File: src/rtl/div_seq_pkg.sv
// Shared definitions for the sequential restoring divider: FSM encoding
// and the operand-type codes shared with the execute-stage decoder.
package div_seq_pkg;

  typedef enum logic [1:0] {
    S_IDLE = 2'd0,
    S_CALC = 2'd1,
    S_FIX  = 2'd2,
    S_DONE = 2'd3
  } div_state_t;

  localparam logic DIV_UNSIGNED = 1'b0;
  localparam logic DIV_SIGNED   = 1'b1;

endpackage

File: src/rtl/div_seq_if.sv
// Start/done handshake between the execute stage (master) and the divider (slave).
interface div_seq_if #(
  parameter int N_BIT = 4
);

  logic             start;
  logic [N_BIT-1:0] A;
  logic [N_BIT-1:0] B;
  logic             div_type;
  logic             busy;
  logic             done;
  logic [N_BIT-1:0] quotient;
  logic [N_BIT-1:0] remainder;
  logic             div_by_zero;

  modport master (
    output start, A, B, div_type,
    input  busy, done, quotient, remainder, div_by_zero
  );

  modport slave (
    input  start, A, B, div_type,
    output busy, done, quotient, remainder, div_by_zero
  );

endinterface

File: src/rtl/div_seq_step.sv
// One combinational restoring-division step: shift in the next dividend bit
// and subtract the divisor when the result stays non-negative.
module div_step #(
  parameter int N_BIT = 4
) (
  input  logic [N_BIT-1:0] i_rem,
  input  logic             i_dvd_msb,
  input  logic [N_BIT-1:0] i_dvs,
  output logic [N_BIT-1:0] o_rem,
  output logic             o_qbit
);

  logic [N_BIT:0] w_shift;
  logic [N_BIT:0] w_trial;

  // The extra top bit of the trial acts as the borrow flag.
  assign w_shift = {i_rem, i_dvd_msb};
  assign w_trial = w_shift - {1'b0, i_dvs};
  assign o_qbit  = ~w_trial[N_BIT];
  assign o_rem   = o_qbit ? w_trial[N_BIT-1:0] : w_shift[N_BIT-1:0];

endmodule

File: src/rtl/div_seq.sv
// Sequential restoring divider, one quotient bit per clock, with signed
// fix-up and fixed latency for every operand combination.
module div_seq
  import div_seq_pkg::*;
#(
  parameter int N_BIT = 4
) (
  input logic      clk,
  input logic      rst,
  div_seq_if.slave bus
);

  localparam int CNT_W = $clog2(N_BIT + 1);
  localparam logic [N_BIT-1:0] ONE  = N_BIT'(1);
  localparam logic [N_BIT-1:0] ZERO = {N_BIT{1'b0}};
  localparam logic [N_BIT-1:0] ONES = {N_BIT{1'b1}};

  div_state_t       r_state;
  div_state_t       w_state_nxt;
  logic [CNT_W-1:0] r_cnt;
  logic [N_BIT-1:0] r_rem;
  logic [N_BIT-1:0] r_dvd;
  logic [N_BIT-1:0] r_dvs;
  logic [N_BIT-1:0] r_a_raw;
  logic             r_neg_q;
  logic             r_neg_r;
  logic             r_busy;
  logic             r_done;
  logic [N_BIT-1:0] r_quot;
  logic [N_BIT-1:0] r_rem_out;
  logic             r_dbz;

  logic [N_BIT-1:0] w_rem_nxt;
  logic             w_qbit;
  logic             w_signed;
  logic             w_dvs_zero;
  logic [N_BIT-1:0] w_quot_fix;
  logic [N_BIT-1:0] w_rem_fix;

  // Magnitude of a possibly signed operand; the most negative value maps to
  // its unsigned magnitude in the same width.
  function automatic logic [N_BIT-1:0] mag(input logic [N_BIT-1:0] v, input logic sgn);
    return (sgn && v[N_BIT-1]) ? (~v + ONE) : v;
  endfunction

  div_step #(.N_BIT(N_BIT)) u_step (
    .i_rem     (r_rem),
    .i_dvd_msb (r_dvd[N_BIT-1]),
    .i_dvs     (r_dvs),
    .o_rem     (w_rem_nxt),
    .o_qbit    (w_qbit)
  );

  assign w_signed   = (bus.div_type == DIV_SIGNED);
  assign w_dvs_zero = (r_dvs == ZERO);

  // Final result selection: divide-by-zero overrides the signed fix-up.
  always_comb begin
    w_quot_fix = r_dvd;
    w_rem_fix  = r_rem;
    if (w_dvs_zero) begin
      w_quot_fix = ONES;
      w_rem_fix  = r_a_raw;
    end else begin
      w_quot_fix = r_neg_q ? (~r_dvd + ONE) : r_dvd;
      w_rem_fix  = r_neg_r ? (~r_rem + ONE) : r_rem;
    end
  end

  // State register.
  always_ff @(posedge clk or posedge rst) begin
    if (rst) begin
      r_state <= S_IDLE;
    end else begin
      r_state <= w_state_nxt;
    end
  end

  // Next-state logic; start is only honoured in IDLE.
  always_comb begin
    w_state_nxt = r_state;
    case (r_state)
      S_IDLE: begin
        if (bus.start) begin
          w_state_nxt = S_CALC;
        end else begin
          w_state_nxt = S_IDLE;
        end
      end
      S_CALC: begin
        if (r_cnt == CNT_W'(1)) begin
          w_state_nxt = S_FIX;
        end else begin
          w_state_nxt = S_CALC;
        end
      end
      S_FIX:   w_state_nxt = S_DONE;
      S_DONE:  w_state_nxt = S_IDLE;
      default: w_state_nxt = S_IDLE;
    endcase
  end

  // Datapath: operand capture, iteration and result registers.
  always_ff @(posedge clk or posedge rst) begin
    if (rst) begin
      r_cnt     <= {CNT_W{1'b0}};
      r_rem     <= ZERO;
      r_dvd     <= ZERO;
      r_dvs     <= ZERO;
      r_a_raw   <= ZERO;
      r_neg_q   <= 1'b0;
      r_neg_r   <= 1'b0;
      r_quot    <= ZERO;
      r_rem_out <= ZERO;
      r_dbz     <= 1'b0;
    end else begin
      case (r_state)
        S_IDLE: begin
          if (bus.start) begin
            r_cnt   <= CNT_W'(N_BIT);
            r_rem   <= ZERO;
            r_dvd   <= mag(bus.A, w_signed);
            r_dvs   <= mag(bus.B, w_signed);
            r_a_raw <= bus.A;
            r_neg_q <= w_signed & (bus.A[N_BIT-1] ^ bus.B[N_BIT-1]);
            r_neg_r <= w_signed & bus.A[N_BIT-1];
          end
        end
        S_CALC: begin
          r_cnt <= r_cnt - CNT_W'(1);
          r_rem <= w_rem_nxt;
          r_dvd <= {r_dvd[N_BIT-2:0], w_qbit};
        end
        S_FIX: begin
          r_quot    <= w_quot_fix;
          r_rem_out <= w_rem_fix;
          r_dbz     <= w_dvs_zero;
        end
        S_DONE: begin
          r_cnt <= {CNT_W{1'b0}};
        end
        default: begin
          r_cnt <= {CNT_W{1'b0}};
        end
      endcase
    end
  end

  // Handshake flags registered from the next state so they line up with it.
  always_ff @(posedge clk or posedge rst) begin
    if (rst) begin
      r_busy <= 1'b0;
      r_done <= 1'b0;
    end else begin
      r_busy <= (w_state_nxt == S_CALC) || (w_state_nxt == S_FIX);
      r_done <= (w_state_nxt == S_DONE);
    end
  end

  assign bus.busy        = r_busy;
  assign bus.done        = r_done;
  assign bus.quotient    = r_quot;
  assign bus.remainder   = r_rem_out;
  assign bus.div_by_zero = r_dbz;

endmodule

File: src/flat_wrapper.sv
// flat-port wrapper written by rule: the top's interface ports become plain ports
module div_seq_flat import div_seq_pkg::*;
#(
  parameter int N_BIT = 4
)
  (clk, rst, bus_start, bus_A, bus_B, bus_div_type, bus_busy, bus_done, bus_quotient, bus_remainder, bus_div_by_zero);
  div_seq_if #(.N_BIT(N_BIT)) bus_i ();
  input logic clk;
  input logic rst;
  input wire logic [$bits(bus_i.start)-1:0] bus_start;
  input wire logic [$bits(bus_i.A)-1:0] bus_A;
  input wire logic [$bits(bus_i.B)-1:0] bus_B;
  input wire logic [$bits(bus_i.div_type)-1:0] bus_div_type;
  output wire logic [$bits(bus_i.busy)-1:0] bus_busy;
  output wire logic [$bits(bus_i.done)-1:0] bus_done;
  output wire logic [$bits(bus_i.quotient)-1:0] bus_quotient;
  output wire logic [$bits(bus_i.remainder)-1:0] bus_remainder;
  output wire logic [$bits(bus_i.div_by_zero)-1:0] bus_div_by_zero;
  assign bus_i.start = bus_start;
  assign bus_i.A = bus_A;
  assign bus_i.B = bus_B;
  assign bus_i.div_type = bus_div_type;
  assign bus_busy = bus_i.busy;
  assign bus_done = bus_i.done;
  assign bus_quotient = bus_i.quotient;
  assign bus_remainder = bus_i.remainder;
  assign bus_div_by_zero = bus_i.div_by_zero;
  div_seq #(.N_BIT(N_BIT)) u_core (.clk(clk), .rst(rst), .bus(bus_i));
endmodule
File: config.mk
export PLATFORM = sky130hd
export DESIGN_NAME = div_seq_flat
export DESIGN_NICKNAME = d
export VERILOG_FILES = /design/src/rtl/div_seq_pkg.sv /design/src/rtl/div_seq_if.sv /design/src/rtl/div_seq_step.sv /design/src/rtl/div_seq.sv /design/src/flat_wrapper.sv
export SDC_FILE = /design/constraint.sdc
export NUM_CORES = 1
export LEC_CHECK = 0
export ABC_CLOCK_PERIOD_IN_PS = 4800
export BUFFER_PORTS_ARGS = -buffer_cell sky130_fd_sc_hd__buf_2
export CAP_MARGIN = 20
export CELL_PAD_IN_SITES_DETAIL_PLACEMENT = 0
export CELL_PAD_IN_SITES_GLOBAL_PLACEMENT = 1
export CORE_MARGIN = 2
export CORE_UTILIZATION = 47
export CTS_BUF_LIST = sky130_fd_sc_hd__clkbuf_8 sky130_fd_sc_hd__clkbuf_16
export DETAILED_ROUTE_END_ITERATION = 10
export PLACE_DENSITY_LB_ADDON = 0.08
export SLEW_MARGIN = 20
export SYNTH_ARGS = -nofsm -noshare
export SYNTH_HDL_FRONTEND = slang
export SYNTH_SLANG_ARGS = --single-unit
File: constraint.sdc
create_clock -name clk -period 4.8 [get_ports clk]
set_input_delay 0 -clock clk [delete_from_list [all_inputs] [get_ports clk]]
set_output_delay 0 -clock clk [all_outputs]
set_load 0.005 [all_outputs]
==> key figures <==
STA
  • Tmin final: 2.15 ns
  • Slew headroom: between 20% and 30%
  • Max Slew Vio Count: 0
  • Unrepaired setup endpoints after global routing: no
  • Setup violations, final: 0
  • Peak Freq: 465 MHz
  • Clock Skews: 0.00684 ns
  • Worst Tran Pin Value: between 1 and 1.5 ns
  • Hold Violations, Final: 0
  • Crit share post-route: about 45%
  • TNS Setup: 0 ns

Global route
  • GRT overflow: 0
  • First-pass GRT wire length: approximately 6.6 mm
  • Number of global-route vias before repair: 1,458
  • Total GRT Usage: between 10% and 20%
  • Largest net degree at the start of global routing: 35
  • Initial antenna violation count: 0

Route
  • Vias per inst: 5.27
  • Post-route ant nets: 0
  • Vias post-DR: between 1,000 and 1,500
  • Pre-Repair DR Iteration Count: 4
  • Routed WL: roughly 3.8 mm
  • DRC viols: 0
  • Initial DRC Count: 59
  • Routed WL per cell: 13.5 µm

Worst hold path
  • WHS Endpoint: u_core.r_neg_q$_DFFE_PP0P_
  • Worst Hold Class: in2reg
  • Hold Path Depth: 3
  • HP Start: bus_div_type

Cells and area
  • ANT cells: 0
  • Sequential cell area: 851 µm²
  • Layout area overhead: 16.2%
  • Most common cell after layout, fill and taps aside: nand2_1
  • Fraction of layout cells with a size suffix above 1: 16.2%
  • Final instance area: approximately 0.0022 mm²
  • Fillers: 377
  • Most frequent cells in the layout: 36 x nand2_1, 34 x dfrtp_1, 25 x o21ai_0
  • Area of the multi-input gates: 941 µm²
  • Nets: 257

Power
  • Tot Pwr: 1.55 mW
  • Comb pwr share: 49.2%
  • Switch Pwr: around 0.66 mW
  • LEAKAGE: 1.07 nW
  • Worst vdd ir: 0.000251 V
  • Sw frac: 42.7%
  • P per Cell Area: 704 mW/mm²
  • Power share of the clock group: 14.2%
  • Pint: 0.885 mW
  • Sequential share of power: 36.6%

Flow run
  • Max-cap viol count: 0

CTS
  • CTS Sinks: 34
  • Post-CTS sizing: 0
  • Clock buffer count from CTS: 5
  • CTS tree: done
  • Clk root buf: clkbuf_8
  • H-tree depth: 2
  • Clock Latency Late Sink: 0.29 ns
  • Post-CTS Setup Inserts: 0
  • Clock Path Buffers: 2
  • Clock-pin slew on the worst setup and hold paths: 0.07 ns

Setup path
  • R2R Path End: u_core.r_rem[2]$_DFFE_PP0P_
  • CP max FO: 7
  • R2R depth: 8
  • Worst r2r src: u_core.r_dvd[3]$_DFFE_PP0P_
  • WS Path Type: reg2reg
  • Startpoint Class: register
  • CP Capture Type: register
  • R2R setup slack: ~2.6 ns
  • WP data arrival: between 2 and 2.5 ns
  • Crit path required time: 4.96 ns

Synthesis
  • Synth Cell Area: 0.00189 mm²
  • FF+latch count, synth: 34
  • Synthesized area per cell: 9.21 µm²
  • Async SR Flop Fraction: 100%
  • Synthesized Nets: 229
  • Cell variety after synth: 38
  • Syn Inst Count: 205
  • Synth warn: 0
  • Post-synth EDFFs: 0
  • Sequential cell area fraction in the yosys report: 45.1%
  • Top FF cell, synth: dfrtp_1

Place
  • DP HPWL: 2.89 mm
  • IO buf count: 22
  • GP Congestion: 0.813
  • Placed Area: 0.00204 mm²

Floorplanning
  • Initial Utilization: 47.9%
  • I/O pin count: 23
  • Core area: 0.00394 mm²
  • Die width: 67.4 µm
  • Rows: 23
  • Die height: 67.4 µm
  • DIE AREA: 0.00454 mm²

Status
  • Result of the run: finished clean
## power by group through the flow
stage / logic, mW / clock network (mW) / registers (mW)
3_5_place_dp: 0.754 / 0 / 0.571
5_1_grt: 0.882 / 0.242 / 0.588
3_3_place_gp: 0.721 / 0 / 0.566
2_1_floorplan: 0.602 / 0 / 0.515
6_report: 0.760 / 0.220 / 0.566
4_1_cts: 0.763 / 0.229 / 0.565
## cells in the mapped netlist, types with 2 or more instances
library cell / count / share of area (%)
o21ai_0: 25 / 6.6
a22oi_1: 2 / 0.79
nand2b_1: 5 / 1.7
mux2_2: 3 / 1.8
a32oi_1: 2 / 0.93
xor2_1: 3 / 1.4
a21oi_1: 7 / 1.9
a211o_1: 2 / 0.93
nand2_1: 36 / 7.2
ha_1: 11 / 7.3
o31ai_1: 4 / 1.6
mux2i_1: 4 / 2.1
nor2_1: 10 / 2.0
a31oi_1: 2 / 0.66
dfrtp_1: 34 / 45
clkbuf_1: 4 / 0.79
inv_1: 18 / 3.6
buf_2: 4 / 1.1
a21o_1: 2 / 0.79
xnor2_1: 6 / 2.8
and2_1: 2 / 0.66
a211oi_1: 2 / 0.79
nor2b_1: 2 / 0.66
## kinds of logic (layout without fill, tap and decap cells)
kind of cell	after synthesis	in the layout	synth area share, %
compound gates	56	56	18.7
xor+xnor	9	9	4.18
fa+ha+maj	12	12	8.35
buf+inv	26	55	5.43
flops	34	34	45.1
mux	7	7	3.91
simple gates	61	61	14.4
## layer usage
metal	vias up	global-route usage (%)	share of wire (%)
li1	754	-	-
met1	705	26.6	51
met2	29	30.6	44
met3	8	5.17	3.6
met4	0	7.65	1.7
met5	-	0	0
## how the worst max path moves through the flow
stage / startpoint / endpoint / slack (ns) / depth (start not counted)
2_1_floorplan: u_core.r_dvd[3]$_DFFE_PP0P_ / u_core.r_rem[0]$_DFFE_PP0P_ / 2.84 / 8
3_3_place_gp: u_core.r_dvd[3]$_DFFE_PP0P_ / u_core.r_rem[0]$_DFFE_PP0P_ / 2.77 / 8
3_5_place_dp: u_core.r_dvd[3]$_DFFE_PP0P_ / u_core.r_rem[0]$_DFFE_PP0P_ / 2.73 / 8
4_1_cts: u_core.r_dvd[3]$_DFFE_PP0P_ / u_core.r_rem[0]$_DFFE_PP0P_ / 2.71 / 8
5_1_grt: u_core.r_dvd[3]$_DFFE_PP0P_ / u_core.r_rem[2]$_DFFE_PP0P_ / 2.55 / 8
6_report: u_core.r_dvd[3]$_DFFE_PP0P_ / u_core.r_rem[2]$_DFFE_PP0P_ / 2.65 / 8
## sequential cells by signal (all words and copies together), names as in the netlist
signal,cells
u_core.r_a_raw,4
u_core.bus.quotient,4
u_core.bus.done,1
u_core.bus.div_by_zero,1
u_core.r_dvs,4
u_core.r_neg_q,1
u_core.r_state,2
u_core.bus.remainder,4
u_core.r_dvd,4
u_core.r_rem,4
u_core.r_neg_r,1
u_core.r_cnt,3
u_core.bus.busy,1
## through the flow
stage / setup slack (ns) / util (%) / hold WS (ns) / instances
global route: 2.55 / 55.7 / 0.0293 / 284
global placement: 2.77 / 51.7 / 0.111 / 270
finish: 2.65 / 55.7 / 0.000978 / 284
detailed placement: 2.73 / 51.7 / 0.133 / 270
CTS: 2.71 / 55.7 / 0.00385 / 284
floorplan: 2.84 / - / 0.136 / 205
## worst max-delay path, cell delays in order, from the launching register on
cell     delay (ns)
dfrtp_1        0.42
inv_1          0.07
ha_1           0.13
inv_1          0.06
fa_1           0.40
a211o_1        0.37
and2_1         0.19
nor3_1         0.29
o31ai_1        0.10
## layout make-up
class                           count  area share, %
Timing Repair Buffer               29           8.10
Clock buffer                        6           3.76
Sequential cell                    34           38.8
Tap cell                           50           2.85
Inverter                           18           3.08
Multi-Input combinational cell    145           42.9
Clock inverter                      2          0.570
## repair_timing
action / CTS / global route
hold buffers: 6 / 0
endpoints found under the hold margin: 39 / 0
setup endpoints to repair: 0 / 0
Note: power is estimated with default switching activity, not from simulation.
